### config.mk
export PLATFORM = sky130hd
export DESIGN_NAME = edge_out_packer
export DESIGN_NICKNAME = d
export VERILOG_FILES = /design/src/rtl/edge_pkg.sv /design/src/rtl/frame_pos_counter.sv /design/src/rtl/edge_out_packer.sv
export SDC_FILE = /design/constraint.sdc
export NUM_CORES = 1
export LEC_CHECK = 0
export CAP_MARGIN = 20
export CORE_MARGIN = 8
export CORE_UTILIZATION = 51
export CTS_CLUSTER_SIZE = 40
export DETAILED_ROUTE_END_ITERATION = 6
export GPL_TIMING_DRIVEN = 0
export PLACE_DENSITY = 0.8
export SETUP_SLACK_MARGIN = 0.3
export SLEW_MARGIN = 20
export SYNTH_ARGS = -nofsm -noshare
export SYNTH_HDL_FRONTEND = slang
export SYNTH_HIERARCHICAL = 1
export SYNTH_SLANG_ARGS = --single-unit
export TNS_END_PERCENT = 10
### constraint.sdc
create_clock -name clock -period 2.7 [get_ports clock]
set_clock_uncertainty 0.2 [all_clocks]
set_input_delay 0.405 -clock clock [delete_from_list [all_inputs] [get_ports clock]]
set_output_delay 0.405 -clock clock [all_outputs]
set_load 0.02 [all_outputs]
### src/rtl/edge_pkg.sv
// edge_pkg: shared state encoding, default geometry and width helper for the edge output packer.
package edge_pkg;
    typedef enum logic {FILL, SEND} state_t;
    localparam int DEF_IMG_WIDTH = 720;
    localparam int DEF_IMG_HEIGHT = 540;
    localparam int DEF_PIX_PER_WORD = 4;
    function automatic int cnt_w(input int n);
        return n > 1 ? $clog2(n) : 1;
    endfunction
endpackage

### src/rtl/frame_pos_counter.sv
// frame_pos_counter: column/row position of the next popped pixel, with last-column/last-row flags.
module frame_pos_counter import edge_pkg::*; #(
    parameter int IMG_WIDTH = DEF_IMG_WIDTH,
    parameter int IMG_HEIGHT = DEF_IMG_HEIGHT
) (
    input  logic                             clock,
    input  logic                             reset,
    input  logic                             adv,
    output logic [cnt_w(IMG_WIDTH)-1:0]      col,
    output logic [cnt_w(IMG_HEIGHT)-1:0]     row,
    output logic                             last_col,
    output logic                             last_row
);
    localparam int CW = cnt_w(IMG_WIDTH);
    localparam int RW = cnt_w(IMG_HEIGHT);
    assign last_col = col == CW'(IMG_WIDTH - 1);
    assign last_row = row == RW'(IMG_HEIGHT - 1);
    always_ff @(posedge clock) begin
        if (reset) begin
            col <= '0;
            row <= '0;
        end else if (adv) begin
            col <= last_col ? '0 : col + 1'b1;
            if (last_col) row <= last_row ? '0 : row + 1'b1;
        end
    end
endmodule

### src/rtl/edge_out_packer.sv
// edge_out_packer: packs 8-bit edge pixels from a show-ahead FIFO into tagged words with a valid/ready handshake.
module edge_out_packer import edge_pkg::*; #(
    parameter int IMG_WIDTH = DEF_IMG_WIDTH,
    parameter int IMG_HEIGHT = DEF_IMG_HEIGHT,
    parameter int PIX_PER_WORD = DEF_PIX_PER_WORD
) (
    input  logic                        clock,
    input  logic                        reset,
    output logic                        img_rd_en,
    input  logic                        img_empty,
    input  logic [7:0]                  img_dout,
    output logic                        out_valid,
    input  logic                        out_ready,
    output logic [8*PIX_PER_WORD-1:0]   out_data,
    output logic                        out_sof,
    output logic                        out_eol,
    output logic                        out_eof,
    output logic                        frame_done
);
    localparam int FW = cnt_w(PIX_PER_WORD);
    state_t state;
    logic [FW-1:0] fill_cnt;
    logic [cnt_w(IMG_WIDTH)-1:0] col;
    logic [cnt_w(IMG_HEIGHT)-1:0] row;
    logic last_col, last_row, last_lane;
    // Gating with reset keeps a pixel in the FIFO when reset and a pop coincide.
    assign img_rd_en = !reset && state == FILL && !img_empty;
    assign frame_done = !reset && out_valid && out_ready && out_eof;
    assign last_lane = fill_cnt == FW'(PIX_PER_WORD - 1);
    frame_pos_counter #(.IMG_WIDTH(IMG_WIDTH), .IMG_HEIGHT(IMG_HEIGHT)) pos (
        .clock(clock),
        .reset(reset),
        .adv(img_rd_en),
        .col(col),
        .row(row),
        .last_col(last_col),
        .last_row(last_row)
    );
    always_ff @(posedge clock) begin
        if (reset) begin
            state <= FILL;
            fill_cnt <= '0;
            out_valid <= 1'b0;
            out_data <= '0;
            out_sof <= 1'b0;
            out_eol <= 1'b0;
            out_eof <= 1'b0;
        end else if (state == FILL) begin
            if (img_rd_en) begin
                out_data[8*fill_cnt +: 8] <= img_dout;
                if (fill_cnt == '0) out_sof <= col == '0 && row == '0;
                if (last_lane) begin
                    fill_cnt <= '0;
                    state <= SEND;
                    out_valid <= 1'b1;
                    out_eol <= last_col;
                    out_eof <= last_col && last_row;
                end else begin
                    fill_cnt <= fill_cnt + 1'b1;
                end
            end
        end else if (out_ready) begin
            state <= FILL;
            out_valid <= 1'b0;
        end
    end
endmodule
Yosys cells after proc, flatten, opt, wreduce, memory -nomap -nowiden
Cells that the tools add are included.
{"block": "word_totals", "in_bits": 12, "out_inout_bits": 38, "reg_bits": 59}
{"block": "classes", "n_reduce_logical": 19, "eq_ne": 4, "muxes": 12, "shift": 2, "bitwise": 1, "addsub": 4}
{"operator": "negator 5 -> 34 bit", "n": 1}
{"operator": "variable shift 8 x 34 -> 32 bit, first input constant", "n": 1}
{"operator": "indexed part select 8 x 34 -> 32 bit", "n": 1}
{"operator": "bitwise mux 32 bit", "n": 1}
{"operator": "adder 10 x 1 -> 10 bit, second input constant", "n": 2}
{"operator": "== test 10 bit, second input constant", "n": 2}
{"operator": "zero test 10 bit", "n": 2}
{"operator": "2-to-1 mux 10 bit", "n": 2}
{"operator": "AND reduction 3 bit", "n": 3}
{"operator": "2-to-1 mux 1 bit", "n": 8}
{"operator": "logical AND 1 bit", "n": 7}
{"operator": "AND reduction 2 bit", "n": 2}
{"operator": "nonzero test 2 bit", "n": 2}
{"operator": "adder 2 x 1 -> 2 bit, second input constant", "n": 1}
{"operator": "== test 2 bit, second input constant", "n": 1}
{"operator": "zero test 1 bit", "n": 2}
{"operator": "zero test 2 bit", "n": 1}
{"operator": "2-to-1 mux 2 bit", "n": 1}
{"operator": "inequality test 2 bit, second input constant", "n": 1}
{"operator": "inverter 1 bit", "n": 1}

Depth between registers and ports, before layout
Gate-level depths: netlist of run 1.
{"block": "depth", "word_depth": 5, "ltp_mapped": 8}

Cells and area by module
The synthesis of run 1 kept the hierarchy.
{"module": "edge_out_packer", "cells_each": 163, "seq_area_each_um2": 780.7, "n_inst": 1, "area_per_inst_um2": 1637.8}
{"module": "frame_pos_counter", "cells_each": 112, "seq_area_each_um2": 400.4, "n_inst": 1, "area_per_inst_um2": 953.4}

Worst setup path before layout of run 1
No wires, ideal clock.
{"block": "synth_timing", "path_type": "input to register", "startpoint": "input port img_empty", "endpoint": "register pos.row[9]", "arrival_ps": 2391, "stages": 7, "path_slack_ps": 38, "required_time_ps": 2430, "path_cell_list": "buf_2 > nor3_4 > clkbuf_2 > nand3_1 > or4_4 > or3_1 > a21oi_1"}
{"block": "synth_via", "elab_chain_len": 3}
{"element": "start, declared", "line": "edge_out_packer.sv:10", "text": "input logic img_empty,"}
{"element": "zero test 1 bit", "line": "edge_out_packer.sv:27", "text": "assign img_rd_en = !reset && state == FILL && !img_empty;"}
{"element": "logical AND 1 bit", "line": "edge_out_packer.sv:27"}
{"element": "named net img_rd_en", "line": "edge_out_packer.sv:9", "text": "output logic img_rd_en,"}
{"element": "AND reduction 2 bit (no source line)"}
{"element": "end signal, assigned", "line": "frame_pos_counter.sv:24", "text": "if (last_col) row <= last_row ? '0 : row + 1'b1;"}
{"element": "end, declared", "line": "frame_pos_counter.sv:10", "text": "output logic [cnt_w(IMG_HEIGHT)-1:0] row,"}
The timed path passes the listed nets, and every way through them passes these cells.
A chain may end at the register's enable or synchronous reset.

Final worst setup path of run 1
{"block": "layout_timing", "startpoint": "input port reset", "endpoint": "output port frame_done"}
{"block": "layout_via", "elab_chain_len": 4}
{"element": "start, declared", "line": "edge_out_packer.sv:8", "text": "input logic reset,"}
{"element": "zero test 1 bit", "line": "edge_out_packer.sv:28", "text": "assign frame_done = !reset && out_valid && out_ready && out_eof;"}
{"element": "logical AND 1 bit (3 in a row)", "line": "edge_out_packer.sv:28"}
{"element": "end, declared", "line": "edge_out_packer.sv:18", "text": "output logic frame_done"}
Every way passes these cells.

==> summary.md, run 1 <==
| Metric | Value |
|---|---|
| Initial antenna violation count | 0 |
| Ys Warns | 6 |
| Initial core utilization | 0.517 |
| Fmax | approximately 0.42 GHz |
| Layout cells sized above 1 | 0.158 |
| Layout Nets | about 360 |
| Net Count, Synth | 295 |
| FF-to-FF End | pos/row[2] |
| Commonest non-fill, non-tap cells in the layout | dfxtp_1, clkdlybuf4s50_1, nand2_1, a21oi_1, nand3_1 |
| DR WL/cell | 15.3 um |
| Final hold vios | 0 |
| FFs w/ async S/R, synth | 0 |
| Tightest Pin Transition | 0.554 ns |
| Total Die Area | 7620 um^2 |
| Critical path startpoint | reset |
| Total track usage | 0.168 |
| Die width | 87.3 um |
| Vias in the first global route | 2127 |
| # fillers | 438 |
| Core area | 5010 um^2 |
| # DRC | 0 |
| Post-synthesis cell type count | 42 |
| Crit Path Category | in2out |
| Number of synthesized flops with an enable pin | 0 |
| Largest net degree at the start of global routing | 13 |
| P per Cell Area | 558 nW/um^2 |
| Later-pin clock latency in the skew report | roughly 0.34 ns |
| VDD IR max | 0.000326 V |
| R2R depth | 7 |
| Placed cell areas | 3180 um^2 |
| RSZ-0062 raised after global routing | true |
| CP endpoint kind | primary output |
| TritonCTS clock tree | yes |
| Post-route ant nets | 0 |
| Tightest Hold Check Type | reg2reg |
| Routed wire length | 6270 um |
| Vias per std cell | approximately 5.5 |
| PortBufs | 48 |
| Post-DP HPWL | 4510 um |
| ANT cells | 0 |
| Slew HR | 0.627 |
| Detailed Routing Iterations Pass 1 | 4 |
| Pins Over Slew Limit | 0 |
| Setup TNS Final | 0 ns |
| Clock root buffer | clkbuf_8 |
| Clock transition at path regs | around 0.07 ns |
| Crit path launch type | primary input |
| Total CTS buffers | 9 |
| Min Tclk post-route | around 2.4 ns |
| # rows | 26 |
| Outcome | finished clean |
| Worst R2R Start | state |
| Io pins | 50 |
| Final period utilization | 0.886 |
| Synthesis-to-finish area growth | 32.2% |
| Clock sinks | 59 |
| Top_reg_cell synth | dfxtp_1 |
| Worst reg2reg setup slack | approximately 0.5 ns |
| Final setup fails | 0 |
| Mapped Cells | roughly 280 |
| H-tree depth | 3 |
| Sequential element share of the synthesized area | 0.456 |
| Initial DRC count | 156 |
| Grt ovf | 0 |
| Gpl congestion | just under 0.9 |
| Critical Path Fanout Max | 12 |
| Synthesized area | 2590 um^2 |
| CP Capture Point | frame_done |
| Clock tree buffer depth | 2 |
| Mean area per synthesized cell | approximately 9.4 um^2 |
| Leakage | 1.17 nW |
| Critical path arrival | 1.79 ns |
| Fin area | 3420 um^2 |
| Max-cap violations | 0 |
| Yosys reg bits | slightly below 60 |
| Commonest non-fill, non-tap cell in the layout | dfxtp_1 |
| Die span in y | 87.3 um |
| Global-route wire length before repair | 10000 um |
| Via count | 2269 |
| Required @ worst endpoint | between 2 and 2.5 ns |
[cell type report]
cell class	count	area, um^2	area share
clock buffer	9	124	0.0362
buffer	12	92.6	0.0270
sequential	59	1180	0.345
multi-input combinational	198	1330	0.388
clock inverter	7	92.6	0.0270
timing repair buffer	50	497	0.145
tap	70	87.6	0.0256
inverter	6	22.5	0.00658
[flip-flops by register name, summed over array words and instances (netlist names)]
name and count:
pos/row 10, state 1, fill_cnt 2, out_data 32, out_sof 1, out_eof 1
pos/col 10, out_valid 1, out_eol 1
[routing by layer]
metal | up-vias | GRT usage | share of wire
met5 | - | 0 | 0
met3 | 8 | 0.0491 | 0.057
met4 | 0 | 0.0766 | 0.0099
met1 | 1064 | 0.184 | 0.43
met2 | 70 | 0.291 | 0.50
li1 | 1127 | - | -
[how the worst min path moves through the flow]
stage,start,end,slack [ns],cells past startpoint
final,out_data[6],out_data[6],0.25,2
after global routing,out_data[0],out_data[0],0.28,2
after CTS,img_empty,fill_cnt[0],0.25,4
after detailed placement,out_data[6],out_data[6],0.25,2
after global placement,out_data[22],out_data[22],0.24,2
after floorplan,pos/row[1],pos/row[1],0.26,2
[where the power goes]
part           internal [mW]  switching, mW
sequential             0.880         0.0103
clock                  0.517          0.362
combinational         0.0602         0.0822
[critical path, cell delays in order]
cell and delay (ns):
clkdlybuf4s15_2 0.32, buf_6 0.22, and4b_1 0.24, clkdlybuf4s50_1 0.60
[logic make-up after synthesis]
group                      Yosys count  synth area share
xor gates and xnor gates            13            0.0439
buffers and inverters               18            0.0401
muxes                                3            0.0116
and+or+nand+nor                    120             0.267
adders and majority gates            8            0.0386
AOI/OAI and AO/OA                   54             0.143
DFF                                 59             0.456
[timing repair]
item / CTS / global route
pin swaps: 1 / 0
hold buffers: 0 / 0
setup endpoints to repair: 21 / 17
buffers inserted: 2 / 0
resized for setup: 3 / 1
[Yosys cell counts (6+ instances only)]
master / n / area [um^2]
dfxtp_1: 59 / 1180
a21oi_1: 27 / 135
nand2_1: 27 / 101
nand3_1: 25 / 125
nor2_1: 21 / 78.8
a22o_2: 15 / 150
xnor2_1: 11 / 96.3
ha_1: 8 / 100
nor3_1: 8 / 40.0
nor4_1: 8 / 50.1
inv_1: 6 / 22.5
nand4_1: 6 / 37.5
[stage by stage]
| stage | instances | total power, mW | hold WS (ns) | setup WS, ns | util |
|---|---|---|---|---|---|
| 2_1_floorplan | 275 | 0.989 | 0.256 | 0.197 | - |
| 3_3_place_gp | 393 | 1.04 | 0.239 | -0.481 | 0.635 |
| 3_5_place_dp | 393 | 1.05 | 0.247 | -0.536 | 0.635 |
| 4_1_cts | 411 | 1.93 | 0.249 | 0.306 | 0.682 |
| 5_1_grt | 411 | 1.97 | 0.279 | 0.242 | 0.684 |
| 6_report | 411 | 1.91 | 0.253 | 0.309 | 0.684 |
(Power assumes the default switching activity.)
==> run 2, diff against run 1 <==
Settings changed: SLEW_MARGIN 20 to default.
==> results of run 2 <==
No change in the layout: final DEF, timing and power equal those of run 1.
==> run 3, diff against run 2 <==
Clock period 2.7 ns to 2.49 ns, I/O delays scaled along.
==> summary.md, run 3 (synthesis results as in run 1) <==
| Metric | Value |
|---|---|
| # DRC | 0 |
| Die width | 87.3 um |
| Critical Path Fanout Max | 10 |
| Crit path cell chain | buf_6 -> nor3_4 -> buf_8 -> nand3_4 -> or4_4 -> or3_1 -> a21oi_1 |
| Tightest Hold Check Type | in2reg |
| M1 WL | around 2800 um |
| Initial antenna violation count | 0 |
| Clock transition at path regs | 0.07 ns |
| Layout Nets | 358 |
| Grt ovf | 0 |
| Routed wire length | around 6400 um |
| Gpl congestion | 0.888 |
| Slowest-stage cell, CP | or4_4 |
| Placed cell areas | 3180 um^2 |
| Detailed Routing Iterations Pass 1 | 4 |
| Via count | 2272 |
| Worst path max stage delay | 0.48 ns |
| Required @ worst endpoint | 2.56 ns |
| Clock sinks | 59 |
| Fin util | 0.690 |
| Critical path arrival | 2.28 ns |
| Largest Register | out_data |
| Largest net degree at the start of global routing | 13 |
| Commonest non-fill, non-tap cells in the layout | dfxtp_1, clkdlybuf4s50_1, nand2_1, a21oi_1, nand3_1 |
| CP endpoint kind | register |
| Slew HR | 0.610 |
| # rows | 26 |
| Met2 routed WL | 3170 um |
| Global-route wire length before repair | between 10000 and 15000 um |
| Final setup fails | 0 |
| Non-Filler Instances | 413 |
| Fmax | 0.453 GHz |
| Total track usage | 0.168 |
| # fillers | roughly 430 |
| Register Area | 1180 um^2 |
| Die span in y | 87.3 um |
| H-tree depth | 3 |
| Final hold vios | 0 |
| TritonCTS clock tree | yes |
| DR WL/cell | 15.4 um |
| Total CTS buffers | 9 |
| PortBufs | between 40 and 50 |
| Worst setup margin | 0.283 ns |
| Total Die Area | 7620 um^2 |
| Io pins | 50 |
| Hold Slack | 0.221 ns |
| Inst Count DP | 393 |
| Post-route ant nets | 0 |
| Setup TNS Final | 0 ns |
| Fin area | roughly 3500 um^2 |
| Core area | 5010 um^2 |
| Initial core utilization | 0.517 |
| Total Power | about 2.1 mW |
| Post-DP HPWL | 4510 um |
| Min Tclk post-route | 2.21 ns |
| Flip-flop count of the largest register after layout | 32 |
| Outcome | finished clean |
| Later-pin clock latency in the skew report | approximately 0.34 ns |
| Vias in the first global route | 2141 |
| Synthesis-to-finish area growth | 33.3% |
| Vias per std cell | 5.50 |
| Tightest Pin Transition | between 0.5 and 0.6 ns |
| Clock root buffer | clkbuf_8 |
| Max-cap violations | 0 |
| Clock tree buffer depth | 2 |
| P per Cell Area | 603 nW/um^2 |
| Crit path launch type | register |
| Met3 WL | 350 um |
| Leakage | 1.21 nW |
| Crit Path Category | reg2reg |
| Final period utilization | 0.886 |
| Multi-input combinational cell area | 1340 um^2 |
| VDD IR max | 0.000353 V |
| ANT cells | 0 |
| Commonest non-fill, non-tap cell in the layout | dfxtp_1 |
| Initial DRC count | 130 |
| DR top layer | met4 |
| RSZ-0062 raised after global routing | true |
| Pins Over Slew Limit | 0 |
| Biggest regs | out_data (32), pos/col (10), pos/row (10) |
| Layout cells sized above 1 | 0.172 |
| DP Worst Slack | -0.715 ns |
==> run 3: where the power goes <==
part / total [mW] / leakage (nW) / switching, mW / internal, mW
registers: 0.966 / 0.476 / 0.0117 / 0.955
clock network: 0.955 / 0.113 / 0.394 / 0.561
logic: 0.161 / 0.621 / 0.0914 / 0.0700
==> run 3: repair_timing <==
action | in CTS | in global routing
endpoints found under the setup margin | 29 | 34
pin swaps | 1 | 1
setup buffers | 2 | 2
resized for setup | 5 | 7
endpoints found under the hold margin | 0 | 0
hold buffers | 0 | 0
==> run 3: layer usage <==
layer,up-vias,GRT usage
met1,1066,0.185
met3,7,0.0500
li1,1131,-
met4,0,0.0750
met2,68,0.291
met5,-,0
==> run 3: final cells by class <==
| class | count | area share |
|---|---|---|
| multi-input combinational | 198 | 0.387 |
| sequential | 59 | 0.342 |
| timing repair buffer | 52 | 0.148 |
| clock buffer | 9 | 0.0359 |
| buffer | 12 | 0.0275 |
| clock inverter | 7 | 0.0268 |
| tap | 70 | 0.0254 |
| inverter | 6 | 0.00652 |
==> run 3: critical path, delay by kind of cell, from the launching register on <==
kind | cells | cell delay, ns
buffers and inverters | 2 | 0.30
flip-flops | 1 | 0.31
AND/OR/NAND/NOR | 4 | 1.20
AO/OA/AOI/OAI | 1 | 0.14
==> run 3: worst paths after layout <==
kind / cells after the start / slack, ns / endpoint / start
max: 7 / 0.28 / pos/row[7] / state
min: 4 / 0.22 / fill_cnt[0] / img_empty
max reg2reg: 7 / 0.28 / pos/row[7] / state
min reg2reg: 2 / 0.25 / out_data[6] / out_data[6]
